<file path="src/rtl/seq_axil_regs.sv">
// AXI4-Lite register bank for the sequencer: run/stop, stop source, program-memory address/data/write-enable, status readback.
// Latency: write commit 1 cycle after both AW and W are captured, bvalid the cycle after; rdata/rvalid 1 cycle after AR.
// Backpressure: AW/W refused while bvalid is held (bready low); AR refused while rvalid is held (rready low).
module seq_axil_regs #(
    parameter int ADDR_W     = 8,
    parameter int AXI_ADDR_W = 5
) (
    input  logic                  s00_axi_aclk,
    input  logic                  s00_axi_areset,
    input  logic [AXI_ADDR_W-1:0] s00_axi_awaddr,
    input  logic                  s00_axi_awvalid,
    output logic                  s00_axi_awready,
    input  logic [31:0]           s00_axi_wdata,
    input  logic [3:0]            s00_axi_wstrb,
    input  logic                  s00_axi_wvalid,
    output logic                  s00_axi_wready,
    output logic [1:0]            s00_axi_bresp,
    output logic                  s00_axi_bvalid,
    input  logic                  s00_axi_bready,
    input  logic [AXI_ADDR_W-1:0] s00_axi_araddr,
    input  logic                  s00_axi_arvalid,
    output logic                  s00_axi_arready,
    output logic [31:0]           s00_axi_rdata,
    output logic [1:0]            s00_axi_rresp,
    output logic                  s00_axi_rvalid,
    input  logic                  s00_axi_rready,
    input  logic                  eos_in,
    input  logic [31:0]           mem_rdata,
    output logic                  stop_reg,
    output logic                  stop_src,
    output logic [ADDR_W-1:0]     mem_addr,
    output logic [31:0]           mem_din,
    output logic                  mem_we,
    output logic                  mem_we_pulse
);

    logic              awready_q, wready_q, arready_q, bvalid_q, rvalid_q;
    logic              aw_full_q, w_full_q;
    logic [2:0]        aw_idx_q;
    logic [31:0]       w_data_q;
    logic [3:0]        w_strb_q;
    logic [31:0]       rdata_q;
    logic              stop_q, wea_q, src_q, pulse_q;
    logic [ADDR_W-1:0] addr_q;
    logic [31:0]       data_q;

    logic              aw_hs, w_hs, ar_hs, commit, b_free;
    logic              awready_d, wready_d, arready_d, pulse_d;
    logic [31:0]       old_val, wr_val, rd_val;
    logic              unused_addr_bits;

    assign unused_addr_bits = ^{s00_axi_awaddr[1:0], s00_axi_araddr[1:0]};

    function automatic logic [31:0] reg_value(input logic [2:0] idx);
        logic [31:0] v;
        v = '0;
        case (idx)
            3'd0:    v = {31'd0, stop_q};
            3'd1:    v = {31'd0, eos_in};
            3'd2:    v = {31'd0, wea_q};
            3'd3:    v = 32'(addr_q);
            3'd4:    v = data_q;
            3'd6:    v = {31'd0, src_q};
            3'd7:    v = mem_rdata;
            default: v = '0;
        endcase
        return v;
    endfunction

    function automatic logic [31:0] byte_merge(input logic [31:0] old, input logic [31:0] wd,
                                               input logic [3:0] strb);
        logic [31:0] res;
        res = old;
        for (int b = 0; b < 4; b++) begin
            if (strb[b]) res[8*b +: 8] = wd[8*b +: 8];
        end
        return res;
    endfunction

    always_comb begin
        aw_hs     = awready_q & s00_axi_awvalid;
        w_hs      = wready_q & s00_axi_wvalid;
        ar_hs     = arready_q & s00_axi_arvalid;
        commit    = aw_full_q & w_full_q;
        // Re-arming while the B beat is being consumed keeps back-to-back writes at one per 3 cycles.
        b_free    = ~bvalid_q | s00_axi_bready;
        awready_d = s00_axi_awvalid & ~awready_q & ~aw_full_q & b_free;
        wready_d  = s00_axi_wvalid & ~wready_q & ~w_full_q & b_free;
        arready_d = s00_axi_arvalid & ~arready_q & ~rvalid_q;
        old_val   = reg_value(aw_idx_q);
        rd_val    = reg_value(s00_axi_araddr[4:2]);
        wr_val    = byte_merge(old_val, w_data_q, w_strb_q);
        pulse_d   = commit & (aw_idx_q == 3'd2) & w_strb_q[0] & ~wea_q & w_data_q[0];
    end

    always_ff @(posedge s00_axi_aclk or posedge s00_axi_areset) begin
        if (s00_axi_areset) begin
            awready_q <= 1'b0;
            wready_q  <= 1'b0;
            arready_q <= 1'b0;
            bvalid_q  <= 1'b0;
            rvalid_q  <= 1'b0;
            aw_full_q <= 1'b0;
            w_full_q  <= 1'b0;
            aw_idx_q  <= '0;
            w_data_q  <= '0;
            w_strb_q  <= '0;
            rdata_q   <= '0;
            stop_q    <= 1'b0;
            wea_q     <= 1'b0;
            src_q     <= 1'b0;
            pulse_q   <= 1'b0;
            addr_q    <= '0;
            data_q    <= '0;
        end else begin
            awready_q <= awready_d;
            wready_q  <= wready_d;
            arready_q <= arready_d;
            pulse_q   <= pulse_d;

            if (commit) begin
                aw_full_q <= 1'b0;
            end else if (aw_hs) begin
                aw_full_q <= 1'b1;
                aw_idx_q  <= s00_axi_awaddr[4:2];
            end

            if (commit) begin
                w_full_q <= 1'b0;
            end else if (w_hs) begin
                w_full_q <= 1'b1;
                w_data_q <= s00_axi_wdata;
                w_strb_q <= s00_axi_wstrb;
            end

            if (commit) begin
                bvalid_q <= 1'b1;
                case (aw_idx_q)
                    3'd0:    stop_q <= wr_val[0];
                    3'd2:    wea_q  <= wr_val[0];
                    3'd3:    addr_q <= wr_val[ADDR_W-1:0];
                    3'd4:    data_q <= wr_val;
                    3'd6:    src_q  <= wr_val[0];
                    default: ;
                endcase
            end else if (s00_axi_bready) begin
                bvalid_q <= 1'b0;
            end

            if (ar_hs) begin
                rvalid_q <= 1'b1;
                rdata_q  <= rd_val;
            end else if (s00_axi_rready) begin
                rvalid_q <= 1'b0;
            end
        end
    end

    assign s00_axi_awready = awready_q;
    assign s00_axi_wready  = wready_q;
    assign s00_axi_arready = arready_q;
    assign s00_axi_bvalid  = bvalid_q;
    assign s00_axi_bresp   = 2'b00;
    assign s00_axi_rvalid  = rvalid_q;
    assign s00_axi_rdata   = rdata_q;
    assign s00_axi_rresp   = 2'b00;
    assign stop_reg        = stop_q;
    assign stop_src        = src_q;
    assign mem_addr        = addr_q;
    assign mem_din         = data_q;
    assign mem_we          = wea_q;
    assign mem_we_pulse    = pulse_q;

endmodule

</file>
<file path="config.mk">
export PLATFORM = sky130hd
export DESIGN_NAME = seq_axil_regs
export DESIGN_NICKNAME = d
export VERILOG_FILES = /design/src/rtl/seq_axil_regs.sv
export SDC_FILE = /design/constraint.sdc
export NUM_CORES = 1
export LEC_CHECK = 0
export ABC_AREA = 1
export CAP_MARGIN = 15
export CORE_UTILIZATION = 27
export CTS_BUF_LIST = sky130_fd_sc_hd__clkbuf_8
export DETAILED_ROUTE_END_ITERATION = 6
export PLACE_DENSITY = 0.49
export SLEW_MARGIN = 10
export SYNTH_ARGS = -nofsm -noshare
export SYNTH_HDL_FRONTEND = slang
export SYNTH_SLANG_ARGS = --single-unit
</file>
<file path="constraint.sdc">
create_clock -name s00_axi_aclk -period 6.8 [get_ports s00_axi_aclk]
set_input_delay 0.68 -clock s00_axi_aclk [delete_from_list [all_inputs] [get_ports s00_axi_aclk]]
set_output_delay 0.68 -clock s00_axi_aclk [all_outputs]
set_load 0.01 [all_outputs]
</file>
After elaboration in Yosys (flattened, before gate mapping). Cells that the tools add are included.

Bits of input ports: 86. Flip-flop bits (word level): 122. Logic and storage cells: 89. Output and inout port bits: 85.

Mux-type cells: 14. Bitwise operators: 26. Equal/unequal tests: 13. Reductions and logical operators: 16.

Operator list (number): one-hot mux 32 bit (7 select lines) (1); one-hot mux 32 bit (4 select lines) (1); two-way mux 8 bit (4); bitwise AND 1 bit (16); == test 3 bit, second input constant (5); AND reduction 2 bit (7); == test 3 x 2 -> 1 bit, second input constant (4); inverter 1 bit (9); AND reduction 3 bit (3); two-way mux 1 bit (8); nonzero test 2 bit (4); zero test 3 bit (2); != test 2 bit, second input constant (3); == test 3 x 1 -> 1 bit, second input constant (1); bitwise OR 1 bit (1).

Longest topological paths before layout.
Word-level depth: 5. Depth in mapped cells: 10. Depth with buffers taken out: 10.

Least setup slack after synthesis. No wires, ideal clock.

Path kind: input to register. Start point: in s00_axi_araddr[3]. End point: reg rdata_q[24], in the netlist s00_axi_rdata[24]. Required time: 6734 ps. Data arrival time: 1480 ps. Setup slack: 5254 ps. Buffers on the path: 1. Setup time: 66 ps. Cell stages on the path: 7. Cell sequence: nor2_1 -> nand2_1 -> inv_1 -> buf_2 -> a22o_1 -> nand2_1 -> nand2_1.

Word-level cells in the longest chain between the ends: 2. Elaborated cells between the ends (all ways): 8. Classes of those cells: eq/ne (6); mux (1); reduce/logical (1).

Ends and longest elaborated chain: start: declaration (line 20) `input logic [AXI_ADDR_W-1:0] s00_axi_araddr,`; == test 3 bit (tied with other cells) (line 57) `case (idx)`; one-hot mux 32 bit (7 select lines) * (line 57); end signal: assignment (line 152) `rdata_q <= rd_val;`; end: declaration (line 42) `logic [31:0] rdata_q;`.

Every way passes the cells marked *; elsewhere a longest branch is shown, timed or not. A chain may end at the register's enable or synchronous reset.

Worst setup path in the final report.
Start point: in s00_axi_araddr[2]. End point: reg rdata_q[0], in the netlist s00_axi_rdata[0].

The elaborated chain is that of the path after synthesis.

==> impl_metrics.env <==
export IMPL_run_status="complete, no violations"
export IMPL_ys_ff_latch=122
export IMPL_rsz0062_at_grt="false"
export IMPL_wl_um=15500
export IMPL_relSlewSlack=0.362
export IMPL_overflow=0
export IMPL_drv_cap=0
export IMPL_critPathKind="in2reg"
export IMPL_final_nets=838
export IMPL_grt_pass1_wl_um=23900
export IMPL_antenna_found_initial=0
export IMPL_drt_initial_drc_count=169
export IMPL_path_max_fanout=19
export IMPL_cp_top_family="simple AND/OR/NAND/NOR gates"
export IMPL_diodes=0
export IMPL_sw_frac_of_total=0.329
export IMPL_grtUsageTotal=0.156
export IMPL_grt_pass1_vias=4494
export IMPL_path_clk_slew_ns=0.08
export IMPL_slowest_stage="nand2_1"
export IMPL_yosysSeqAreaShare=0.562
export IMPL_hp_class="reg2reg"
export IMPL_io_buffers=162
export IMPL_die_width_um=144
export IMPL_grt_max_degree=66
export IMPL_power_internal_mw=1.78
export IMPL_fin_skew_ns=0.0119
export IMPL_io_pins=171
export IMPL_p_leak_nw=3.57
export IMPL_seqPwrFrac=0.426
export IMPL_drc=0
export IMPL_area_delta_synth_final_pct=41.9
export IMPL_final_common_cell="nand2_1"
export IMPL_setup_tns_ns=0
export IMPL_cts_root_buf="clkbuf_8"
export IMPL_ys_warn_count=0
export IMPL_yosysTopAreaCell="dfrtp_1"
export IMPL_cpPeakStageDelay_ns=0.59
export IMPL_syn_cell_area_um2=5430
export IMPL_cts_resized=0
export IMPL_reg2reg_setup_slack_ns=4.54
export IMPL_clk_latency_ns=0.44
export IMPL_vias=4464
export IMPL_hold_slack_ns=0.451
export IMPL_start_kind="input pin"
export IMPL_path_cells="clkdlybuf4s50_1, nor2_1, nand2_1, inv_1, nand2_1, nand2_1, nor2_1, nand2_1, nand2_1, nand2_1"
export IMPL_dp_hpwl_um=10600
export IMPL_cp_required_ns=7.11
export IMPL_finalSetupViolations=0
export IMPL_fp_coreArea_um2=19600
export IMPL_yosysTopAreaCellShare=0.562
export IMPL_post_cts_setup_buffers=0
export IMPL_cts_max_level=4
export IMPL_synth_area_leaders="dfrtp_1, nand2_1, mux2_2, o21ai_0, inv_1"
export IMPL_start_util=0.277
export IMPL_yosys_cell_types_count=29
export IMPL_hold_violations=0
export IMPL_cts_tree="done"
export IMPL_crit_buf_inv=2
export IMPL_row_count=51
export IMPL_ir_worst_vdd_uv=163
export IMPL_drive_above_1_share=0.118
export IMPL_clockBufferDepth=2
export IMPL_final_cell_mix="nand2_1, clkdlybuf4s50_1, dfrtp_1"
export IMPL_report_final_slew_viol_count=0
export IMPL_worstSetupEndpointType="flip-flop"
export IMPL_drtPass1Iterations=4
export IMPL_final_antenna_net_count=0
export IMPL_cp_common_cell="nand2_1"
export IMPL_numCtsBuffers=17
export IMPL_cts_hold_buf=0
export IMPL_achievable_frequency_mhz=382
export IMPL_tightest_slew_ns=0.951
export IMPL_wl_per_cell_um=15.0
export IMPL_nFillCells=1943
export IMPL_period_minus_slack_ns=2.62
export IMPL_die_y_um=144
export IMPL_cp_arrival_ns=2.93
export IMPL_die_area_um2=20700
export IMPL_viasPerCell=4.33
export IMPL_power_net_switching_uw=873
export IMPL_period_share=0.385
export IMPL_power_density_nw_per_um2=345
export IMPL_gp_congestion=0.779
export IMPL_synth_avg_cell_area_um2=9.20
export IMPL_comb_power_share=0.309
export IMPL_p_clk_frac=0.264
export IMPL_cts_sinks=122
export IMPL_synth_cells=590
[power groups by stage]
stage	clock network [mW]	registers [mW]	logic, mW
2_1_floorplan	0	1.16	0.404
3_3_place_gp	0	1.14	0.817
3_5_place_dp	0	1.15	0.833
4_1_cts	0.722	1.14	0.836
5_1_grt	0.754	1.17	0.909
6_report	0.703	1.13	0.822
[final timing paths]
| check | end | cells past startpoint | start |
|---|---|---|---|
| worst max-delay path | s00_axi_rdata[0]$_DFFE_PP0P_ | 10 | s00_axi_araddr[2] |
| worst min-delay path | s00_axi_arready$_DFF_PP0_ | 1 | s00_axi_arready$_DFF_PP0_ |
| worst max register to register | s00_axi_rdata[0]$_DFFE_PP0P_ | 5 | s00_axi_arready$_DFF_PP0_ |
| worst min register to register | s00_axi_arready$_DFF_PP0_ | 1 | s00_axi_arready$_DFF_PP0_ |
| max in group asynchronous | mem_din[5]$_DFFE_PP0P_ | 3 | s00_axi_areset |
| min in group asynchronous | s00_axi_rdata[25]$_DFFE_PP0P_ | 2 | s00_axi_areset |
[per-stage QoR]
| step | setup slack [ns] | cells | cell area [µm²] | util | total power [mW] |
|---|---|---|---|---|---|
| floorplan | 2.88 | 593 | 5440 | - | 1.56 |
| global placement | 3.63 | 998 | 7280 | 0.371 | 1.96 |
| detailed placement | 3.64 | 998 | 7280 | 0.371 | 1.98 |
| CTS | 4.11 | 1030 | 7700 | 0.393 | 2.69 |
| global route | 3.97 | 1030 | 7700 | 0.393 | 2.83 |
| finish | 4.18 | 1030 | 7700 | 0.393 | 2.66 |
[cell families (layout without fill, tap and decap cells)]
logic type      Yosys count  in the layout  share of synthesized area
buf+inv                  75            247                     0.0613
flops                   122            122                      0.562
simple gates            263            263                      0.201
compound gates          104            104                      0.123
mux                      25             25                     0.0519
other cells               1              4                   0.000691
[per-layer routing]
metal	wire (µm)	up-vias	GRT usage
li1	-	2216	-
met5	0	-	0
met4	215	0	0.0526
met1	6840	2110	0.194
met3	923	10	0.0487
met2	7490	128	0.256
[Yosys cell counts (all sizes together)]
library cell	n
nand2	196
dfrtp	122
o21ai	52
inv	47
nor2	46
a21oi	32
mux2	25
buf	16
nand3	16
a22o	11
clkbuf	10
a31oi	7
nor3	3
clkinv	2
nand4	2
o21a	2
conb	1
[layout make-up]
class / instances / area [µm²] / share of cell area
sequential: 122 / 3050 / 0.396
clock inverter: 14 / 180 / 0.0234
clock buffer: 18 / 248 / 0.0322
tap: 265 / 332 / 0.0430
timing repair buffer: 166 / 1650 / 0.214
inverter: 49 / 186 / 0.0242
multi-input combinational: 396 / 2050 / 0.267
Note: power is estimated with default switching activity, not from simulation.
